==> config.mk <==
export PLATFORM = sky130hd
export DESIGN_NAME = dmem_arbiter
export DESIGN_NICKNAME = d
export VERILOG_FILES = /design/src/rtl/dmem_arb_pkg.sv /design/src/rtl/dmem_rr_arbiter.sv /design/src/rtl/dmem_arbiter.sv
export SDC_FILE = /design/constraint.sdc
export NUM_CORES = 1
export LEC_CHECK = 0
export BUFFER_PORTS_ARGS = -buffer_cell sky130_fd_sc_hd__buf_2
export CORE_MARGIN = 8
export CORE_UTILIZATION = 40
export DETAILED_ROUTE_END_ITERATION = 10
export PLACE_DENSITY = 0.74
export SYNTH_ARGS = -nofsm -noshare
export SYNTH_HDL_FRONTEND = slang
export SYNTH_SLANG_ARGS = --single-unit
==> constraint.sdc <==
create_clock -name clock -period 6.6 [get_ports clock]
set_input_delay 1.65 -clock clock [delete_from_list [all_inputs] [get_ports clock]]
set_output_delay 1.65 -clock clock [all_outputs]
set_load 0.01 [all_outputs]
==> src/rtl/dmem_arb_pkg.sv <==
// Shared types and constants for the dmem_arbiter data-memory port controller.
package dmem_arb_pkg;

  typedef enum logic [1:0] {
    IDLE   = 2'd0,
    ACCESS = 2'd1,
    RESP   = 2'd2
  } state_t;

  localparam logic [1:0] SIZE_BYTE    = 2'b00;
  localparam logic [1:0] SIZE_HALF    = 2'b01;
  localparam logic [1:0] SIZE_WORD    = 2'b10;
  localparam logic [1:0] SIZE_ILLEGAL = 2'b11;

  localparam logic [31:0] DEFAULT_BASE_ADDR = 32'h0100_0000;

  typedef struct packed {
    logic [31:0] addr;
    logic [31:0] wdata;
    logic        we;
    logic [1:0]  size;
    logic        sign;
  } req_t;

  // Number of bytes touched by an access; 33 bits so range math never wraps.
  function automatic logic [32:0] size_bytes(input logic [1:0] size);
    case (size)
      SIZE_BYTE: return 33'd1;
      SIZE_HALF: return 33'd2;
      default:   return 33'd4;
    endcase
  endfunction

endpackage

==> src/rtl/dmem_rr_arbiter.sv <==
// Two-way grant generator. Round-robin by default; defining
// DMEM_ARB_FIXED_PRIORITY_EN makes port 0 always win and drops last_grant.
module dmem_rr_arbiter (
  input  logic       clock,
  input  logic       reset,
  input  logic [1:0] valid,
  input  logic       accept,
  output logic [1:0] grant
);

`ifdef DMEM_ARB_FIXED_PRIORITY_EN
  logic unused_inputs;
  assign unused_inputs = &{1'b0, clock, reset, accept};

  assign grant[0] = valid[0];
  assign grant[1] = valid[1] & ~valid[0];
`else
  // Index of the most recently accepted port; resets to 1 so port 0 wins first.
  logic last_grant_reg;

  always_ff @(posedge clock) begin
    if (reset) begin
      last_grant_reg <= 1'b1;
    end else if (accept) begin
      last_grant_reg <= grant[1];
    end
  end

  assign grant[0] = valid[0] & (~valid[1] | last_grant_reg);
  assign grant[1] = valid[1] & (~valid[0] | ~last_grant_reg);
`endif

endmodule

==> src/rtl/dmem_arbiter.sv <==
// Two-port request/response controller sharing one data-memory port.
// Optional build macro: DMEM_ARB_FIXED_PRIORITY_EN (port 0 always wins ties).
`ifndef MEM_DEPTH
`define MEM_DEPTH 32'h0001_0000
`endif

module dmem_arbiter
  import dmem_arb_pkg::*;
#(
  parameter logic [31:0] BASE_ADDR   = DEFAULT_BASE_ADDR,
  parameter logic [31:0] DEPTH_BYTES = `MEM_DEPTH
) (
  input  logic        clock,
  input  logic        reset,

  input  logic        p0_req_valid,
  output logic        p0_req_ready,
  input  logic [31:0] p0_addr,
  input  logic [31:0] p0_wdata,
  input  logic        p0_we,
  input  logic [1:0]  p0_size,
  input  logic        p0_sign,
  output logic        p0_rsp_valid,
  output logic [31:0] p0_rsp_data,
  output logic        p0_rsp_err,

  input  logic        p1_req_valid,
  output logic        p1_req_ready,
  input  logic [31:0] p1_addr,
  input  logic [31:0] p1_wdata,
  input  logic        p1_we,
  input  logic [1:0]  p1_size,
  input  logic        p1_sign,
  output logic        p1_rsp_valid,
  output logic [31:0] p1_rsp_data,
  output logic        p1_rsp_err,

  output logic [31:0] mem_address,
  output logic [31:0] mem_data_in,
  output logic        mem_read_write,
  output logic        mem_is_sign,
  output logic [1:0]  mem_access_size,
  input  logic [31:0] mem_data_out
);

  state_t      state_reg, state_next;
  req_t        req_reg, sel_req;
  logic        port_reg, err_reg;
  logic [31:0] rsp_data_reg;

  logic [1:0]  valid, grant, ready, rsp_valid, rsp_err;
  logic [31:0] rsp_data [2];
  logic        accept, sel_err;
  logic [32:0] last_byte, limit;

  assign valid  = {p1_req_valid, p0_req_valid};
  assign accept = |(valid & ready);

  dmem_rr_arbiter u_arb (
    .clock  (clock),
    .reset  (reset),
    .valid  (valid),
    .accept (accept),
    .grant  (grant)
  );

  always_comb begin
    if (grant[1]) begin
      sel_req = '{addr: p1_addr, wdata: p1_wdata, we: p1_we, size: p1_size, sign: p1_sign};
    end else begin
      sel_req = '{addr: p0_addr, wdata: p0_wdata, we: p0_we, size: p0_size, sign: p0_sign};
    end
  end

  assign last_byte = {1'b0, sel_req.addr} + size_bytes(sel_req.size) - 33'd1;
  assign limit     = {1'b0, BASE_ADDR} + {1'b0, DEPTH_BYTES} - 33'd1;

  assign sel_err = (sel_req.size == SIZE_ILLEGAL)
                 | ((sel_req.size == SIZE_HALF) & sel_req.addr[0])
                 | ((sel_req.size == SIZE_WORD) & (sel_req.addr[1:0] != 2'b00))
                 | (sel_req.addr < BASE_ADDR)
                 | (last_byte > limit);

  always_ff @(posedge clock) begin
    if (reset) begin
      state_reg <= IDLE;
    end else begin
      state_reg <= state_next;
    end
  end

  always_comb begin
    state_next = state_reg;
    case (state_reg)
      IDLE:    if (accept) state_next = ACCESS;
      ACCESS:  state_next = RESP;
      RESP:    state_next = IDLE;
      default: state_next = IDLE;
    endcase
  end

  always_ff @(posedge clock) begin
    if (reset) begin
      req_reg      <= '0;
      port_reg     <= 1'b0;
      err_reg      <= 1'b0;
      rsp_data_reg <= '0;
    end else begin
      if (accept) begin
        req_reg  <= sel_req;
        port_reg <= grant[1];
        err_reg  <= sel_err;
      end
      if (state_reg == ACCESS) begin
        rsp_data_reg <= (!err_reg && !req_reg.we) ? mem_data_out : 32'h0;
      end
    end
  end

  // Memory sits at the idle pattern except during a clean ACCESS cycle; reset
  // kills the write strobe combinationally so an interrupted store never commits.
  always_comb begin
    mem_address     = BASE_ADDR;
    mem_data_in     = 32'h0;
    mem_read_write  = 1'b0;
    mem_is_sign     = 1'b0;
    mem_access_size = SIZE_ILLEGAL;
    if (state_reg == ACCESS && !err_reg) begin
      mem_address     = req_reg.addr;
      mem_data_in     = req_reg.wdata;
      mem_read_write  = req_reg.we & ~reset;
      mem_is_sign     = req_reg.sign;
      mem_access_size = req_reg.size;
    end
  end

  genvar gi;
  generate
    for (gi = 0; gi < 2; gi++) begin : g_port
      assign ready[gi]     = (state_reg == IDLE) & grant[gi] & ~reset;
      assign rsp_valid[gi] = (state_reg == RESP) & (port_reg == 1'(gi)) & ~reset;
      assign rsp_err[gi]   = rsp_valid[gi] & err_reg;
      assign rsp_data[gi]  = rsp_valid[gi] ? rsp_data_reg : 32'h0;
    end
  endgenerate

  assign p0_req_ready = ready[0];
  assign p1_req_ready = ready[1];
  assign p0_rsp_valid = rsp_valid[0];
  assign p1_rsp_valid = rsp_valid[1];
  assign p0_rsp_err   = rsp_err[0];
  assign p1_rsp_err   = rsp_err[1];
  assign p0_rsp_data  = rsp_data[0];
  assign p1_rsp_data  = rsp_data[1];

endmodule

## Yosys cells after proc, flatten, opt, wreduce, memory -nomap -nowiden

Index checks and enable logic that the tools add are counted.

- Bits in registers: 105
- Bits of input ports: 172
- Output and inout port bits: 138

- $add $sub $neg: 2
- Magnitude comparators: 2
- Equality and inequality tests: 6
- Multiplexer cells: 12
- Bitwise gates (word level): 27
- Reductions and logical operators: 8

Operators with widths:

| kind | number |
|---|---|
| $mux W32 | 5 |
| $mux W68 | 1 |
| $add A32 B33 Y33 | 1 |
| $gt A33 B25 Y1 const B | 1 |
| $sub A33 B1 Y33 const B | 1 |
| $lt A32 B25 Y1 const B | 1 |
| $and A1 B1 Y1 | 15 |
| $eq A2 B2 Y1 const B | 3 |
| $or A1 B1 Y1 | 6 |
| $pmux W3 S2 | 1 |
| $not A1 Y1 | 5 |
| $eq A2 B1 Y1 const B | 2 |
| $logic_not A2 Y1 | 2 |
| $mux W2 | 2 |
| $pmux W2 S2 | 1 |
| $and A2 B2 Y2 | 1 |
| $logic_and A1 B1 Y1 | 2 |
| $logic_not A1 Y1 | 2 |
| $mux W1 | 2 |
| $ne A2 B2 Y1 const B | 1 |
| $reduce_bool A2 Y1 | 1 |
| $reduce_or A2 Y1 | 1 |

## Logic depth before layout (Yosys ltp)

- Depth in word-level cells: 10
- Mapped depth: 18
- Gate-level depth less buffers: 16

## Modules after synthesis

A second synthesis with hierarchy kept.

- Cell total of the unflattened synthesis: 853
- Area total of the unflattened synthesis: 6972.9 sq um

Modules (own cells, without submodules):

| module | instances | cells each | area each (sq um) | sequential area each (sq um) |
|---|---|---|---|---|
| dmem_arbiter | 1 | 847 | 6919.1 | 2082.0 |
| dmem_rr_arbiter | 1 | 6 | 53.8 | 20.0 |

## Worst setup path after synthesis

No wires, ideal clock.

- Kind: input to register
- Start: input port p1_req_valid
- End: register err_reg
- Setup time: 0.136 ns
- Arrival time: 5.047 ns
- Data required time: 6.464 ns
- Slack: 1.416 ns
- Stages on the path: 18
- Path buffers: 2
- Cell sequence: a21boi_0 clkbuf_1 buf_2 mux2i_1 nand2b_1 ha_1 inv_1 ha_1 fa_1 a211oi_2 o21ai_0 nand4bb_1 nand3_2 a221o_1 mux2_2 nand3_1 nor4b_2 a41oi_2

- Longest elaborated chain between the ends: 8

Ends and longest elaborated chain:

| element | line | RTL |
|---|---|---|
| start, declared | dmem_arbiter.sv:27 | `input logic p1_req_valid,` |
| $and A1 B1 Y1 | dmem_rr_arbiter.sv:30 | `assign grant[1] = valid[1] & (~valid[0] \| ~last_grant_reg);` |
| $mux W68 | dmem_arbiter.sv:68 | `if (grant[1]) begin` |
| $eq A2 B1 Y1 / $logic_not A2 Y1 (equally long branches) | dmem_arb_pkg.sv:27, dmem_arbiter.sv:79 |  |
| $pmux W3 S2 / $and A1 B1 Y1 (equally long branches) | dmem_arb_pkg.sv:27, dmem_arbiter.sv:79 |  |
| $add A32 B33 Y33 / $or A1 B1 Y1 (equally long branches) | dmem_arbiter.sv:75, dmem_arbiter.sv:79 |  |
| $sub A33 B1 Y33 / $or A1 B1 Y1 (equally long branches) | dmem_arbiter.sv:75, dmem_arbiter.sv:80 |  |
| $gt A33 B25 Y1 / $or A1 B1 Y1 (equally long branches) | dmem_arbiter.sv:82, dmem_arbiter.sv:81 |  |
| $or A1 B1 Y1 | dmem_arbiter.sv:82 | `\| (last_byte > limit);` |
| end signal, assigned | dmem_arbiter.sv:112 | `err_reg <= sel_err;` |
| end, declared | dmem_arbiter.sv:48 | `logic port_reg, err_reg;` |

Several ways; a longest one is shown, not always the timed one.
A chain may end at the register's enable or synchronous reset.

## Worst setup path in the final report

Ends and elaborated chain as after synthesis.

==> results list <==
- Outcome: finished clean
- Share of cells above drive strength 1: between 30% and 40%
* Area enclosed by the die boundary: about 22,000 um^2
* H-tree levels: 3
* Starting density of the core: between 40% and 50%
* Hold bufs inserted after CTS: 0
- In the global route stage, overall resource usage came out at roughly a fifth.
* Cell depth of the worst hold path: 2
* Synthesized netlist net count: ~1,100
- Post-detailed-placement half-perimeter wirelength: 18.1 mm
- Area of the core: around 18,000 um^2
* Detailed-route via count: 7,123
- Max reg flops: 68
- For the worst setup path, the data required time is 6.83 ns.
* Root buffer cell: clkbuf_16
- Number of global-route vias before repair: between 6,000 and 7,000
* Leakage power of the design: 4.46 nW
- After detailed routing, the number of remaining DRC violations is 0.
* Die height: between 100 and 150 um
- After global routing the overflow that remains totals 0.
- The initial antenna violation count was 4.
- Setup violations remaining at the end of the flow were counted as 0.
* Final-report max-slew violation count: 0
- In this run the cell area of the synthesized design comes to 7170 um^2.
* Synthesized instance count: approximately 870
- Type of element capturing the critical path: flop
- Cell Count, Final, Fillers Out: around 1,400
- Placement row count: 49
* Register-to-Register Setup Slack: around 2.5 ns
- The first global-routing pass estimated between 30 and 40 mm of wire.
* Distinct cells, synth: 75
* Post-Route Utilization: 51.7%
* Arr. time, crit path: between 5 and 6 ns
- Maximum number of pins on one net before global-route repair: 92
- Category of the worst setup path launch point: input pin
- Number of nets with antenna violations after routing: 0
- Synthesized area per cell: slightly above 8 um^2
* Clock tree from TritonCTS: done
* Depth of the worst register-to-register path: 17
- Of all nets on the critical path, the largest fanout is 19.
- Sequential cell area fraction in the yosys report: between 20% and 30%
- The critical path is of the in2reg type.
- Minimum clock period: 5.18 ns
- After detailed routing, the number of vias per cell comes to 5.17.
* Area post-placement: between 8000 and 9000 um^2
- Once placement completed, the tool counted placed cells totaling between 1,000 and 1,500.
- Sum of routed wire length over all layers: ~23 mm
* FILL cells: ~1,700
* Final layout net count: around 1,400
- Total CTS buffers: 9
- The first routing iteration left roughly 400 violations.
- Last weighted congestion value of the routability-driven placer: just over 0.9
- Worst hold path type: reg2reg
- Number of top-level design ports: 310
- After clock tree synthesis, the setup repair step added 0 buffers.
- Clock-pin slew on the worst setup and hold paths: ~0.080 ns
- In this run the critical register-to-register path is captured at err_reg$_SDFFE_PP0P_.
- Post-route worst hold slack: between 0.4 and 0.5 ns
- Synthesis inferred 105 register bits.
- Reg-to-reg critical path startpoint: u_arb.last_grant_reg$_SDFFE_PP1P_
- Derived from the worst setup path, the maximum achievable clock frequency is between 0.15 and 0.2 GHz.
- Post-route standard cell area excluding fillers: roughly 9200 um^2
- Power spread over the standard cell area amounts to 202 nW/um^2.
- Clock latency at the later pin of the worst-skew pair: 0.36 ns
- Setup TNS Final: 0 ns
- The worst hold path begins at req_reg[8]$_SDFFE_PP0P_.
- Count of buffers inserted at the top-level ports: a little over 300
* Normalized max-slew margin: between 20% and 30%
* WL/cell: between 15 and 20 um
- Yosys mapped a number of flops with a built-in enable equal to 0.
- In this run, post-CTS repair resized a total of 0 instances.
* Drt pass-1 iters: 5
- Worst ir drop on vdd: between 100 and 150 uV
* Synth-to-layout area growth: 28.2%
* Worst Hold Endpoint: req_reg[8]$_SDFFE_PP0P_
- Max capacitance violation total: 0
* Synth async-reset ratio: 0%
- Main flop type after synthesis: dfxtp_1
- Worst-case clock skew: slightly above 0.01 ns
- Deepest clock path buffer count: 2
- From left edge to right edge, the die measures approximately 150 um.
* Setup repair after global routing missed its margin: no
- Syn. warnings: 0
* Transition at the pin with the smallest max-transition slack: roughly 1.2 ns
* Share of the clock period used by the worst path after layout: 78.5%
- The number of hold violations in the final report came to 0.
- The tree built by TritonCTS fans out to 105 sinks.
==> kinds of logic (layout without fill, tap and decap cells) <==
kind of cell             after synthesis  in the layout  synth area share (%)
other                                  0              3                     0
AND/OR/NAND/NOR                      336            336                  25.2
flip-flops                           105            105                  29.3
adder cells (fa/ha/maj)               40             40                  7.08
multiplexers                          71             71                  9.93
XOR/XNOR                               8              8                 0.977
buffers and inverters                105            378                  5.81
AO/OA/AOI/OAI                        208            208                  21.7
==> synth_stat cells (2+ instances only) <==
master,number,area [um^2]
a22oi_1,35,263
nor4b_1,2,17.5
a21oi_2,3,26.3
o21bai_1,3,22.5
buf_1,3,11.3
nand3_1,10,50.1
nor2b_1,5,31.3
xnor2_1,4,35.0
nand4_1,5,31.3
dfxtp_1,105,2100
a31oi_1,7,43.8
a21oi_1,28,140
o21ai_1,6,30.0
o211ai_1,3,22.5
nand2_1,26,97.6
nor3_1,8,40.0
xor2_1,4,35.0
nor3_2,2,20.0
o21a_1,5,37.5
buf_2,11,55.1
nand2b_1,5,31.3
nor2_1,118,443
a221o_1,2,20.0
and2_1,132,826
nand4_2,2,25.0
ha_1,39,488
o21ai_0,13,65.1
inv_1,43,161
clkbuf_1,45,169
or3_1,5,31.3
a21o_1,8,60.1
mux2i_1,70,701
a211oi_1,73,548
a211oi_2,2,25.0
==> critical path: stages <==
cell and delay [ns]:
buf_2 0.12, a21boi_4 0.25, buf_4 0.35, mux2i_1 0.17, nand2b_1 0.17, ha_1 0.28, inv_1 0.04, ha_1 0.21
fa_1 0.38, a211oi_2 0.28, o21ai_0 0.16, nand4bb_1 0.16, nand3_2 0.11, a221o_1 0.33, mux2_2 0.23, nand3_1 0.08
nor4b_2 0.31, a41oi_2 0.14
==> cell usage in the layout (no fill, tap or decap), types with 13 or more instances in the layout <==
cell type / instances
a211oi_1: 73
a21oi_1: 28
a22oi_1: 35
and2_1: 132
buf_2: 308
dfxtp_1: 105
ha_1: 39
inv_1: 43
mux2i_1: 70
nand2_1: 26
nor2_1: 117
o21ai_0: 13
==> final cells by class <==
| class | count | area (um^2) | area share [%] |
|---|---|---|---|
| Timing Repair Buffer | 318 | 1620 | 17.6 |
| Inverter | 44 | 165 | 1.80 |
| Clock inverter | 7 | 86.3 | 0.939 |
| Sequential cell | 105 | 2100 | 22.9 |
| Tap cell | 229 | 287 | 3.12 |
| Multi-Input combinational cell | 663 | 4710 | 51.2 |
| Antenna cell | 3 | 7.51 | 0.0816 |
| Clock buffer | 9 | 225 | 2.45 |
==> per-stage QoR <==
step | power, mW | setup slack [ns]
4_1_cts | 1.88 | 1.42
5_1_grt | 1.98 | 1.21
3_3_place_gp | 1.31 | 1.14
6_report | 1.86 | 1.42
2_1_floorplan | 1.15 | 1.42
3_5_place_dp | 1.32 | 1.06
==> layer usage <==
| metal | track usage, % | up-vias | part of all wire, % |
|---|---|---|---|
| li1 | - | 3618 | - |
| met1 | 23.0 | 3258 | 42 |
| met2 | 33.5 | 215 | 49 |
| met3 | 4.14 | 30 | 6.8 |
| met4 | 7.15 | 2 | 2.0 |
| met5 | 0 | - | 0.057 |
==> power breakdown <==
group | leakage (nW) | switching [mW] | total, mW | internal, mW
Sequential | 0.863 | 0.0280 | 0.714 | 0.686
Combinational | 3.44 | 0.346 | 0.594 | 0.249
Clock | 0.151 | 0.280 | 0.552 | 0.272
==> worst max-delay path by stage <==
stage | end | slack, ns | depth (start not counted) | start
finish | err_reg$_SDFFE_PP0P_ | 1.42 | 18 | p1_req_valid
global route | err_reg$_SDFFE_PP0P_ | 1.21 | 18 | p1_req_valid
CTS | err_reg$_SDFFE_PP0P_ | 1.42 | 18 | p1_req_valid
detailed placement | err_reg$_SDFFE_PP0P_ | 1.06 | 18 | p1_req_valid
global placement | err_reg$_SDFFE_PP0P_ | 1.14 | 18 | p1_req_valid
floorplan | err_reg$_SDFFE_PP0P_ | 1.42 | 18 | p1_req_valid
Power figures use the tool's default switching activity.
